$ cat config.mk
export PLATFORM = sky130hd
export DESIGN_NAME = conv33_ctrl_flat
export DESIGN_NICKNAME = d
export VERILOG_FILES = /design/src/rtl/conv33_pkg.sv /design/src/rtl/conv33_ctrl_if.sv /design/src/rtl/conv33_addr_gen.sv /design/src/rtl/conv33_ctrl.sv /design/src/flat_wrapper.sv
export SDC_FILE = /design/constraint.sdc
export NUM_CORES = 1
export LEC_CHECK = 0
export ABC_AREA = 1
export CORE_ASPECT_RATIO = 0.6
export CORE_MARGIN = 1
export CORE_UTILIZATION = 59
export CTS_CLUSTER_SIZE = 20
export DETAILED_ROUTE_END_ITERATION = 6
export DONT_BUFFER_PORTS = 1
export GPL_ROUTABILITY_DRIVEN = 0
export HOLD_SLACK_MARGIN = 0.05
export PLACE_DENSITY_LB_ADDON = 0.2
export SLEW_MARGIN = 25
export SYNTH_ARGS = -nofsm -noshare
export SYNTH_HDL_FRONTEND = slang
export SYNTH_HIERARCHICAL = 1
export SYNTH_SLANG_ARGS = --single-unit
$ cat constraint.sdc
create_clock -name clk -period 6.5 [get_ports clk]
set_input_delay 0.325 -clock clk [delete_from_list [all_inputs] [get_ports clk]]
set_output_delay 0.325 -clock clk [all_outputs]
set_load 0.03 [all_outputs]
$ cat src/rtl/conv33_pkg.sv
// Shared types and tap decode for the 3x3 convolution sequencer.
// CONV33_PAD_EN selects zero padding of 1 (same-size output).
package conv33_pkg;

  typedef enum logic [2:0] {
    IDLE, FETCH, DRAIN, CALC, WAIT, WRITE, DONE
  } state_t;

  localparam int TAPS  = 9;
  localparam int KSIZE = 3;

  // tap k -> (r,c), 2 bits per tap, tap 0 in the LSBs
  localparam logic [2*TAPS-1:0] TAP_ROW = {
    2'd2, 2'd2, 2'd2, 2'd1, 2'd1, 2'd1, 2'd0, 2'd0, 2'd0
  };
  localparam logic [2*TAPS-1:0] TAP_COL = {
    2'd2, 2'd1, 2'd0, 2'd2, 2'd1, 2'd0, 2'd2, 2'd1, 2'd0
  };

`ifdef CONV33_PAD_EN
  localparam int MIN_DIM = 1;
`else
  localparam int MIN_DIM = KSIZE;
`endif

  function automatic logic [1:0] tap_r(input logic [3:0] k);
    return (int'(k) < TAPS) ? TAP_ROW[2*int'(k) +: 2] : 2'd0;
  endfunction

  function automatic logic [1:0] tap_c(input logic [3:0] k);
    return (int'(k) < TAPS) ? TAP_COL[2*int'(k) +: 2] : 2'd0;
  endfunction

endpackage

$ cat src/rtl/conv33_ctrl_if.sv
// Job, feature-RAM, datapath and output-RAM signals of conv33_ctrl.
// master = the sequencer, slave = its environment.
interface conv33_ctrl_if #(
  parameter int DATA_WIDTH = 8,
  parameter int ADDR_WIDTH = 16,
  parameter int DIM_WIDTH  = 8
);
  logic                    start;
  logic [DIM_WIDTH-1:0]    img_w;
  logic [DIM_WIDTH-1:0]    img_h;
  logic [ADDR_WIDTH-1:0]   fm_base;
  logic [ADDR_WIDTH-1:0]   out_base;
  logic                    busy;
  logic                    done;
  logic                    fm_rd_en;
  logic [ADDR_WIDTH-1:0]   fm_addr;
  logic [DATA_WIDTH-1:0]   fm_rdata;
  logic [9*DATA_WIDTH-1:0] win_data;
  logic                    conv33_en;
  logic                    calc_valid;
  logic                    out_wr_en;
  logic [ADDR_WIDTH-1:0]   out_addr;

  modport master (
    input  start, img_w, img_h, fm_base, out_base,
    input  fm_rdata, calc_valid,
    output busy, done, fm_rd_en, fm_addr,
    output win_data, conv33_en, out_wr_en, out_addr
  );

  modport slave (
    output start, img_w, img_h, fm_base, out_base,
    output fm_rdata, calc_valid,
    input  busy, done, fm_rd_en, fm_addr,
    input  win_data, conv33_en, out_wr_en, out_addr
  );
endinterface

$ cat src/rtl/conv33_addr_gen.sv
// Combinational tap address generator for one window position.
// Under CONV33_PAD_EN it also flags taps that fall outside the image.
module conv33_addr_gen
  import conv33_pkg::*;
#(
  parameter int ADDR_WIDTH = 16,
  parameter int DIM_WIDTH  = 8
) (
  input  logic [3:0]            i_tap,
  input  logic [DIM_WIDTH-1:0]  i_row,
  input  logic [DIM_WIDTH-1:0]  i_col,
  input  logic [DIM_WIDTH-1:0]  i_img_w,
  input  logic [DIM_WIDTH-1:0]  i_img_h,
  input  logic [ADDR_WIDTH-1:0] i_base,
  output logic [ADDR_WIDTH-1:0] o_addr,
  output logic                  o_pad
);
  localparam int TW = DIM_WIDTH + 2;

  logic [TW-1:0] w_ty;
  logic [TW-1:0] w_tx;
  logic [TW-1:0] w_y;
  logic [TW-1:0] w_x;

  assign w_ty = TW'(i_row) + TW'(tap_r(i_tap));
  assign w_tx = TW'(i_col) + TW'(tap_c(i_tap));

`ifdef CONV33_PAD_EN
  // w_ty/w_tx are coordinates plus one, so 0 means row/col -1
  assign w_y   = w_ty - 1'b1;
  assign w_x   = w_tx - 1'b1;
  assign o_pad = (w_ty == '0) || (w_ty > TW'(i_img_h)) ||
                 (w_tx == '0) || (w_tx > TW'(i_img_w));
`else
  logic w_unused_h;
  assign w_unused_h = ^i_img_h;
  assign w_y   = w_ty;
  assign w_x   = w_tx;
  assign o_pad = 1'b0;
`endif

  assign o_addr = i_base
                + ADDR_WIDTH'(w_y) * ADDR_WIDTH'(i_img_w)
                + ADDR_WIDTH'(w_x);
endmodule

$ cat src/rtl/conv33_ctrl.sv
// 3x3 convolution sequencer: window fetch, datapath kick, output write.
// Define CONV33_PAD_EN for zero padding of 1 (output = input size).
module conv33_ctrl
  import conv33_pkg::*;
#(
  parameter int DATA_WIDTH = 8,
  parameter int ADDR_WIDTH = 16,
  parameter int DIM_WIDTH  = 8
) (
  input logic          clk,
  input logic          rst_n,
  conv33_ctrl_if.master bus
);
  state_t                     r_state;
  logic [3:0]                 r_tap;
  logic [DIM_WIDTH-1:0]       r_row;
  logic [DIM_WIDTH-1:0]       r_col;
  logic [DIM_WIDTH-1:0]       r_img_w;
  logic [DIM_WIDTH-1:0]       r_img_h;
  logic [ADDR_WIDTH-1:0]      r_fm_base;
  logic [ADDR_WIDTH-1:0]      r_out_base;
  logic [ADDR_WIDTH-1:0]      r_out_idx;
  logic                       r_busy;
  logic                       r_done;
  logic                       r_rd_en;
  logic                       r_pad;
  logic [ADDR_WIDTH-1:0]      r_fm_addr;
  logic [TAPS*DATA_WIDTH-1:0] r_win;
  logic                       r_conv_en;
  logic                       r_wr_en;
  logic [ADDR_WIDTH-1:0]      r_out_addr;
  logic                       r_cap_vld;
  logic                       r_cap_pad;
  logic [3:0]                 r_cap_k;

  logic [DIM_WIDTH-1:0]  w_last_col;
  logic [DIM_WIDTH-1:0]  w_last_row;
  logic                  w_col_wrap;
  logic                  w_last_pos;
  logic [DIM_WIDTH-1:0]  w_nxt_col;
  logic [DIM_WIDTH-1:0]  w_nxt_row;
  logic                  w_small;
  logic [3:0]            w_ag_tap;
  logic [DIM_WIDTH-1:0]  w_ag_row;
  logic [DIM_WIDTH-1:0]  w_ag_col;
  logic [DIM_WIDTH-1:0]  w_ag_w;
  logic [DIM_WIDTH-1:0]  w_ag_h;
  logic [ADDR_WIDTH-1:0] w_ag_base;
  logic [ADDR_WIDTH-1:0] w_ag_addr;
  logic                  w_ag_pad;

  assign w_last_col = r_img_w - DIM_WIDTH'(MIN_DIM);
  assign w_last_row = r_img_h - DIM_WIDTH'(MIN_DIM);
  assign w_col_wrap = (r_col == w_last_col);
  assign w_last_pos = w_col_wrap && (r_row == w_last_row);
  assign w_nxt_col  = w_col_wrap ? '0 : r_col + 1'b1;
  assign w_nxt_row  = w_col_wrap ? r_row + 1'b1 : r_row;
  assign w_small    = (bus.img_w < DIM_WIDTH'(MIN_DIM)) ||
                      (bus.img_h < DIM_WIDTH'(MIN_DIM));

  // address the tap that will be on the bus next cycle
  always_comb begin
    w_ag_tap  = r_tap + 4'd1;
    w_ag_row  = r_row;
    w_ag_col  = r_col;
    w_ag_w    = r_img_w;
    w_ag_h    = r_img_h;
    w_ag_base = r_fm_base;
    unique case (r_state)
      IDLE: begin
        w_ag_tap  = '0;
        w_ag_row  = '0;
        w_ag_col  = '0;
        w_ag_w    = bus.img_w;
        w_ag_h    = bus.img_h;
        w_ag_base = bus.fm_base;
      end
      WRITE: begin
        w_ag_tap = '0;
        w_ag_row = w_nxt_row;
        w_ag_col = w_nxt_col;
      end
      default: ;
    endcase
  end

  conv33_addr_gen #(
    .ADDR_WIDTH (ADDR_WIDTH),
    .DIM_WIDTH  (DIM_WIDTH)
  ) u_addr_gen (
    .i_tap   (w_ag_tap),
    .i_row   (w_ag_row),
    .i_col   (w_ag_col),
    .i_img_w (w_ag_w),
    .i_img_h (w_ag_h),
    .i_base  (w_ag_base),
    .o_addr  (w_ag_addr),
    .o_pad   (w_ag_pad)
  );

  always_ff @(posedge clk) begin
    if (!rst_n) begin
      r_state    <= IDLE;
      r_tap      <= '0;
      r_row      <= '0;
      r_col      <= '0;
      r_img_w    <= '0;
      r_img_h    <= '0;
      r_fm_base  <= '0;
      r_out_base <= '0;
      r_out_idx  <= '0;
      r_busy     <= 1'b0;
      r_done     <= 1'b0;
      r_rd_en    <= 1'b0;
      r_pad      <= 1'b0;
      r_fm_addr  <= '0;
      r_win      <= '0;
      r_conv_en  <= 1'b0;
      r_wr_en    <= 1'b0;
      r_out_addr <= '0;
      r_cap_vld  <= 1'b0;
      r_cap_pad  <= 1'b0;
      r_cap_k    <= '0;
    end else begin
      // tap issued this cycle lands in the window one cycle later
      r_cap_vld <= (r_state == FETCH);
      r_cap_k   <= r_tap;
      r_cap_pad <= r_pad;
      if (r_cap_vld)
        r_win[int'(r_cap_k)*DATA_WIDTH +: DATA_WIDTH] <=
          r_cap_pad ? '0 : bus.fm_rdata;

      unique case (r_state)
        IDLE: begin
          if (bus.start) begin
            r_img_w    <= bus.img_w;
            r_img_h    <= bus.img_h;
            r_fm_base  <= bus.fm_base;
            r_out_base <= bus.out_base;
            r_row      <= '0;
            r_col      <= '0;
            r_out_idx  <= '0;
            r_tap      <= '0;
            if (w_small) begin
              r_state <= DONE;
              r_done  <= 1'b1;
            end else begin
              r_state   <= FETCH;
              r_busy    <= 1'b1;
              r_rd_en   <= !w_ag_pad;
              r_pad     <= w_ag_pad;
              r_fm_addr <= w_ag_addr;
            end
          end
        end
        FETCH: begin
          if (r_tap == 4'(TAPS-1)) begin
            r_state <= DRAIN;
            r_rd_en <= 1'b0;
            r_pad   <= 1'b0;
          end else begin
            r_tap     <= r_tap + 4'd1;
            r_rd_en   <= !w_ag_pad;
            r_pad     <= w_ag_pad;
            r_fm_addr <= w_ag_addr;
          end
        end
        DRAIN: begin
          r_state   <= CALC;
          r_conv_en <= 1'b1;
        end
        CALC: begin
          r_state   <= WAIT;
          r_conv_en <= 1'b0;
        end
        WAIT: begin
          if (bus.calc_valid) begin
            r_state    <= WRITE;
            r_wr_en    <= 1'b1;
            r_out_addr <= r_out_base + r_out_idx;
          end
        end
        WRITE: begin
          r_wr_en   <= 1'b0;
          r_out_idx <= r_out_idx + 1'b1;
          r_row     <= w_nxt_row;
          r_col     <= w_nxt_col;
          r_tap     <= '0;
          if (w_last_pos) begin
            r_state <= DONE;
            r_busy  <= 1'b0;
            r_done  <= 1'b1;
          end else begin
            r_state   <= FETCH;
            r_rd_en   <= !w_ag_pad;
            r_pad     <= w_ag_pad;
            r_fm_addr <= w_ag_addr;
          end
        end
        DONE: begin
          r_state <= IDLE;
          r_done  <= 1'b0;
        end
        default: r_state <= IDLE;
      endcase
    end
  end

  assign bus.busy      = r_busy;
  assign bus.done      = r_done;
  assign bus.fm_rd_en  = r_rd_en;
  assign bus.fm_addr   = r_fm_addr;
  assign bus.win_data  = r_win;
  assign bus.conv33_en = r_conv_en;
  assign bus.out_wr_en = r_wr_en;
  assign bus.out_addr  = r_out_addr;
endmodule

$ cat src/flat_wrapper.sv
// flat-port wrapper written by rule: the top's interface ports become plain ports
module conv33_ctrl_flat import conv33_pkg::*;
#(
  parameter int DATA_WIDTH = 8,
  parameter int ADDR_WIDTH = 16,
  parameter int DIM_WIDTH  = 8
)
  (clk, rst_n, bus_start, bus_img_w, bus_img_h, bus_fm_base, bus_out_base, bus_fm_rdata, bus_calc_valid, bus_busy, bus_done, bus_fm_rd_en, bus_fm_addr, bus_win_data, bus_conv33_en, bus_out_wr_en, bus_out_addr);
  conv33_ctrl_if #(.DATA_WIDTH(DATA_WIDTH), .ADDR_WIDTH(ADDR_WIDTH), .DIM_WIDTH(DIM_WIDTH)) bus_i ();
  input logic clk;
  input logic rst_n;
  input wire logic [$bits(bus_i.start)-1:0] bus_start;
  input wire logic [$bits(bus_i.img_w)-1:0] bus_img_w;
  input wire logic [$bits(bus_i.img_h)-1:0] bus_img_h;
  input wire logic [$bits(bus_i.fm_base)-1:0] bus_fm_base;
  input wire logic [$bits(bus_i.out_base)-1:0] bus_out_base;
  input wire logic [$bits(bus_i.fm_rdata)-1:0] bus_fm_rdata;
  input wire logic [$bits(bus_i.calc_valid)-1:0] bus_calc_valid;
  output wire logic [$bits(bus_i.busy)-1:0] bus_busy;
  output wire logic [$bits(bus_i.done)-1:0] bus_done;
  output wire logic [$bits(bus_i.fm_rd_en)-1:0] bus_fm_rd_en;
  output wire logic [$bits(bus_i.fm_addr)-1:0] bus_fm_addr;
  output wire logic [$bits(bus_i.win_data)-1:0] bus_win_data;
  output wire logic [$bits(bus_i.conv33_en)-1:0] bus_conv33_en;
  output wire logic [$bits(bus_i.out_wr_en)-1:0] bus_out_wr_en;
  output wire logic [$bits(bus_i.out_addr)-1:0] bus_out_addr;
  assign bus_i.start = bus_start;
  assign bus_i.img_w = bus_img_w;
  assign bus_i.img_h = bus_img_h;
  assign bus_i.fm_base = bus_fm_base;
  assign bus_i.out_base = bus_out_base;
  assign bus_i.fm_rdata = bus_fm_rdata;
  assign bus_i.calc_valid = bus_calc_valid;
  assign bus_busy = bus_i.busy;
  assign bus_done = bus_i.done;
  assign bus_fm_rd_en = bus_i.fm_rd_en;
  assign bus_fm_addr = bus_i.fm_addr;
  assign bus_win_data = bus_i.win_data;
  assign bus_conv33_en = bus_i.conv33_en;
  assign bus_out_wr_en = bus_i.out_wr_en;
  assign bus_out_addr = bus_i.out_addr;
  conv33_ctrl #(.DATA_WIDTH(DATA_WIDTH), .ADDR_WIDTH(ADDR_WIDTH), .DIM_WIDTH(DIM_WIDTH)) u_core (.clk(clk), .rst_n(rst_n), .bus(bus_i));
endmodule
==> insert_results.sql <==
INSERT INTO impl_metrics (metric_group, metric, value, unit) VALUES
('worst_setup_path', 'worstReg2RegStart', 'u_core/r_img_w[1]$_SDFFE_PN0P_', ''),
('worst_setup_path', 'critical_path_peak_fanout', '5', ''),
('run_status', 'failed_checks', 'negative setup slack', ''),
('global_routing', 'grt_start_max_net_pins', '100', ''),
('layout', 'fin_cells', '2342', ''),
('timing', 'clock_skews', '0.01035', 'ns'),
('timing', 'final-setup-viol-count', '5', ''),
('place', 'dpl.hpwl', '27610', 'um'),
('timing', 'hold-worst-slack', '0.05831', 'ns'),
('power', 'pwr-share-comb', '40.4', '%'),
('power', 'vdd.ir_drop.worst', '0.2512', 'mV'),
('global_routing', 'groute.layer.met2.usage', '45.80', '%'),
('timing', 'post-route-period-util', '101.7', '%'),
('clocking', 'root_buffer', 'sky130_fd_sc_hd__clkbuf_16', ''),
('die', 'die-height', '119.5', 'um'),
('place', 'placement.setup.worst_slack', '-0.2354', 'ns'),
('layout', 'mostFrequentLayoutCells', '335 x sky130_fd_sc_hd__nand2_1, 270 x sky130_fd_sc_hd__inv_1, 222 x sky130_fd_sc_hd__nor2_1', ''),
('clocking', 'clkSlewWorstSetupHoldPaths', '0.07', 'ns'),
('clocking', 'numCtsBuffers', '21', ''),
('worst_setup_path', 'timing.critical_path.arrival', '7.02', 'ns'),
('die', 'boundaryPins', '169', ''),
('power', 'power-per-cell-area', '302.4', 'mW/mm2'),
('min_path', 'timing.hold.worst_path_depth', '3', ''),
('timing', 'maxClockFrequency', '151.2', 'MHz'),
('drt', 'detail-route-antenna-nets', '0', ''),
('logic_synthesis', 'mapped_cells', '1936', ''),
('min_path', 'startpoint_of_the_tightest_hold_check_path', 'rst_n', ''),
('die', 'floorplan.initialDensity', '60.90', '%'),
('global_routing', 'grt_antenna_before_repair', '0', ''),
('clocking', 'htree_levels', '1', ''),
('logic_synthesis', 'syn_area', '0.01357', 'mm2'),
('place', 'placed_cells', '2243', ''),
('job', 'maxCapViolations', '0', ''),
('global_routing', 'met3_grt_util', '9.289', '%'),
('clocking', 'worstSkewPairLatency', '0.51', 'ns'),
('logic_synthesis', 'syn_area_per_cell', '7.009', 'um2'),
('clocking', 'maximum_buffer_depth_of_the_clock_tree', '3', ''),
('worst_setup_path', 'crit_path_most_repeated_cell', 'sky130_fd_sc_hd__nand2_1', ''),
('worst_setup_path', 'cp_slowest_stage_delay', '0.57', 'ns'),
('min_path', 'holdPathEnd', 'u_core/bus.out_addr[5]$_SDFFE_PN0P_', ''),
('drt', 'drc', '0', ''),
('worst_setup_path', 'worst_path_max_delay_cell', 'sky130_fd_sc_hd__fa_1', ''),
('global_routing', 'gr_usage_total', '32.23', '%'),
('worst_setup_path', 'critPathKind', 'reg2reg', ''),
('worst_setup_path', 'crit_path_end_kind', 'flip-flop', ''),
('drt', 'drt_first_pass_iters', '5', ''),
('worst_setup_path', 'r2r.worst_path.cells', '37', ''),
('timing', 'tns', '-0.2068', 'ns'),
('worst_setup_path', 'worstSetupStartpointType', 'flip-flop', ''),
('worst_setup_path', 'worst-endpoint-required', '6.90', 'ns'),
('timing', 'worst_slew_margin_rel', '37.51', '%'),
('die', 'floorplan.die.width', '197.8', 'um'),
('timing', 'layout_setup_ws', '-0.1122', 'ns'),
('power', 'p_int', '2.797', 'mW'),
('die', 'placement_rows', '42', ''),
('power', 'report.power.total', '4.850', 'mW'),
('global_routing', 'busiest_layer', 'met1', ''),
('clocking', 'tritoncts', 'done', ''),
('worst_setup_path', 'r2r_slack', '-0.11', 'ns'),
('global_routing', 'first_global_vias', '11992', ''),
('worst_setup_path', 'worstSetupPathDepth', '37', ''),
('global_routing', 'global_route_wire_length_before_repair', '61030', 'um'),
('power', 'power.share.switching', '42.33', '%'),
('power', 'switching_power_summed_over_all_nets', '2.053', 'mW'),
('min_path', 'hold_path_class', 'in2reg', ''),
('global_routing', 'grt_use_met1', '48.11', '%'),
('power', 'pwr-share-clk', '25.4', '%'),
('logic_synthesis', 'ys_warn_count', '6', ''),
('run_status', 'status', 'finished, violations left', ''),
('worst_setup_path', 'cp_top_family', 'adder cells', ''),
('timing', 'final_period_minus_worst_setup_slack', '6.612', 'ns');
-- routing by layer --
layer	vias to the layer above	part of all wire, %
li1	6376	-
met1	6050	46
met2	637	41
met3	76	11
met4	0	2.1
met5	-	0
-- per-stage QoR --
| stage | util (%) | area [um2] |
|---|---|---|
| 3_5_place_dp | 63.75 | 14200 |
| 2_1_floorplan | - | 13590 |
| 3_3_place_gp | 63.71 | 14190 |
| 5_1_grt | 71.98 | 16040 |
| 6_report | 71.98 | 16040 |
| 4_1_cts | 70.17 | 15630 |
-- area by class of cell --
type	count	area, um2
Clock buffer	24	566.8
Timing Repair Buffer	128	1142
Multi-Input combinational cell	1369	8617
Inverter	298	1129
Tap cell	308	385.4
Fill cell	1798	6243
Sequential cell	203	4074
Clock inverter	12	123.9
-- how the worst max path moves through the flow --
| stage | to | slack, ns | start |
|---|---|---|---|
| floorplan | u_core/bus.fm_addr[15]$_SDFFE_PN0P_ | 0.01 | u_core/r_img_w[0]$_SDFFE_PN0P_ |
| global placement | u_core/bus.fm_addr[15]$_SDFFE_PN0P_ | -0.13 | u_core/r_img_w[0]$_SDFFE_PN0P_ |
| detailed placement | u_core/bus.fm_addr[10]$_SDFFE_PN0P_ | -0.24 | u_core/r_img_w[0]$_SDFFE_PN0P_ |
| CTS | u_core/bus.fm_addr[11]$_SDFFE_PN0P_ | 0.0003 | u_core/r_state[0]$_SDFFE_PN0P_ |
| global route | u_core/bus.fm_addr[14]$_SDFFE_PN0P_ | -0.41 | u_core/r_img_w[1]$_SDFFE_PN0P_ |
| finish | u_core/bus.fm_addr[14]$_SDFFE_PN0P_ | -0.11 | u_core/r_img_w[1]$_SDFFE_PN0P_ |
-- tightest hold or removal path, stage by stage --
cell	delay, ns
sky130_fd_sc_hd__o21ai_0	0.05
sky130_fd_sc_hd__o21bai_1	0.11
sky130_fd_sc_hd__inv_1	0.04
-- power by group through the flow --
| stage | clock network [mW] | logic (mW) | registers (mW) |
|---|---|---|---|
| floorplan | 0 | 1.24 | 1.63 |
| global placement | 0 | 1.63 | 1.67 |
| detailed placement | 0 | 1.67 | 1.67 |
| CTS | 1.25 | 1.78 | 1.65 |
| global route | 1.30 | 2.16 | 1.67 |
| finish | 1.23 | 1.96 | 1.66 |
-- what timing repair did --
item / in CTS / in global routing
buffers inserted: 3 / 8
hold buffers: 53 / 0
gates resized for setup: 42 / 93
pin swaps: 19 / 62
setup endpoints to repair: 11 / 11
hold endpoints to repair: 103 / 0
-- registers in the layout, indices dropped and copies added (netlist names) --
signal,count
u_core/r_img_h,8
u_core/r_col,8
u_core/bus.win_data,72
u_core/bus.fm_rd_en,1
u_core/r_out_base,16
u_core/r_img_w,8
u_core/r_cap_pad,1
u_core/r_state,3
u_core/bus.fm_addr,16
u_core/bus.conv33_en,1
u_core/bus.out_addr,16
u_core/r_row,8
u_core/r_fm_base,16
u_core/r_out_idx,16
u_core/r_tap,4
u_core/r_cap_k,4
u_core/r_cap_vld,1
u_core/bus.busy,1
u_core/bus.out_wr_en,1
u_core/bus.done,1
u_core/r_pad,1
Note: power is estimated with default switching activity, not from simulation.
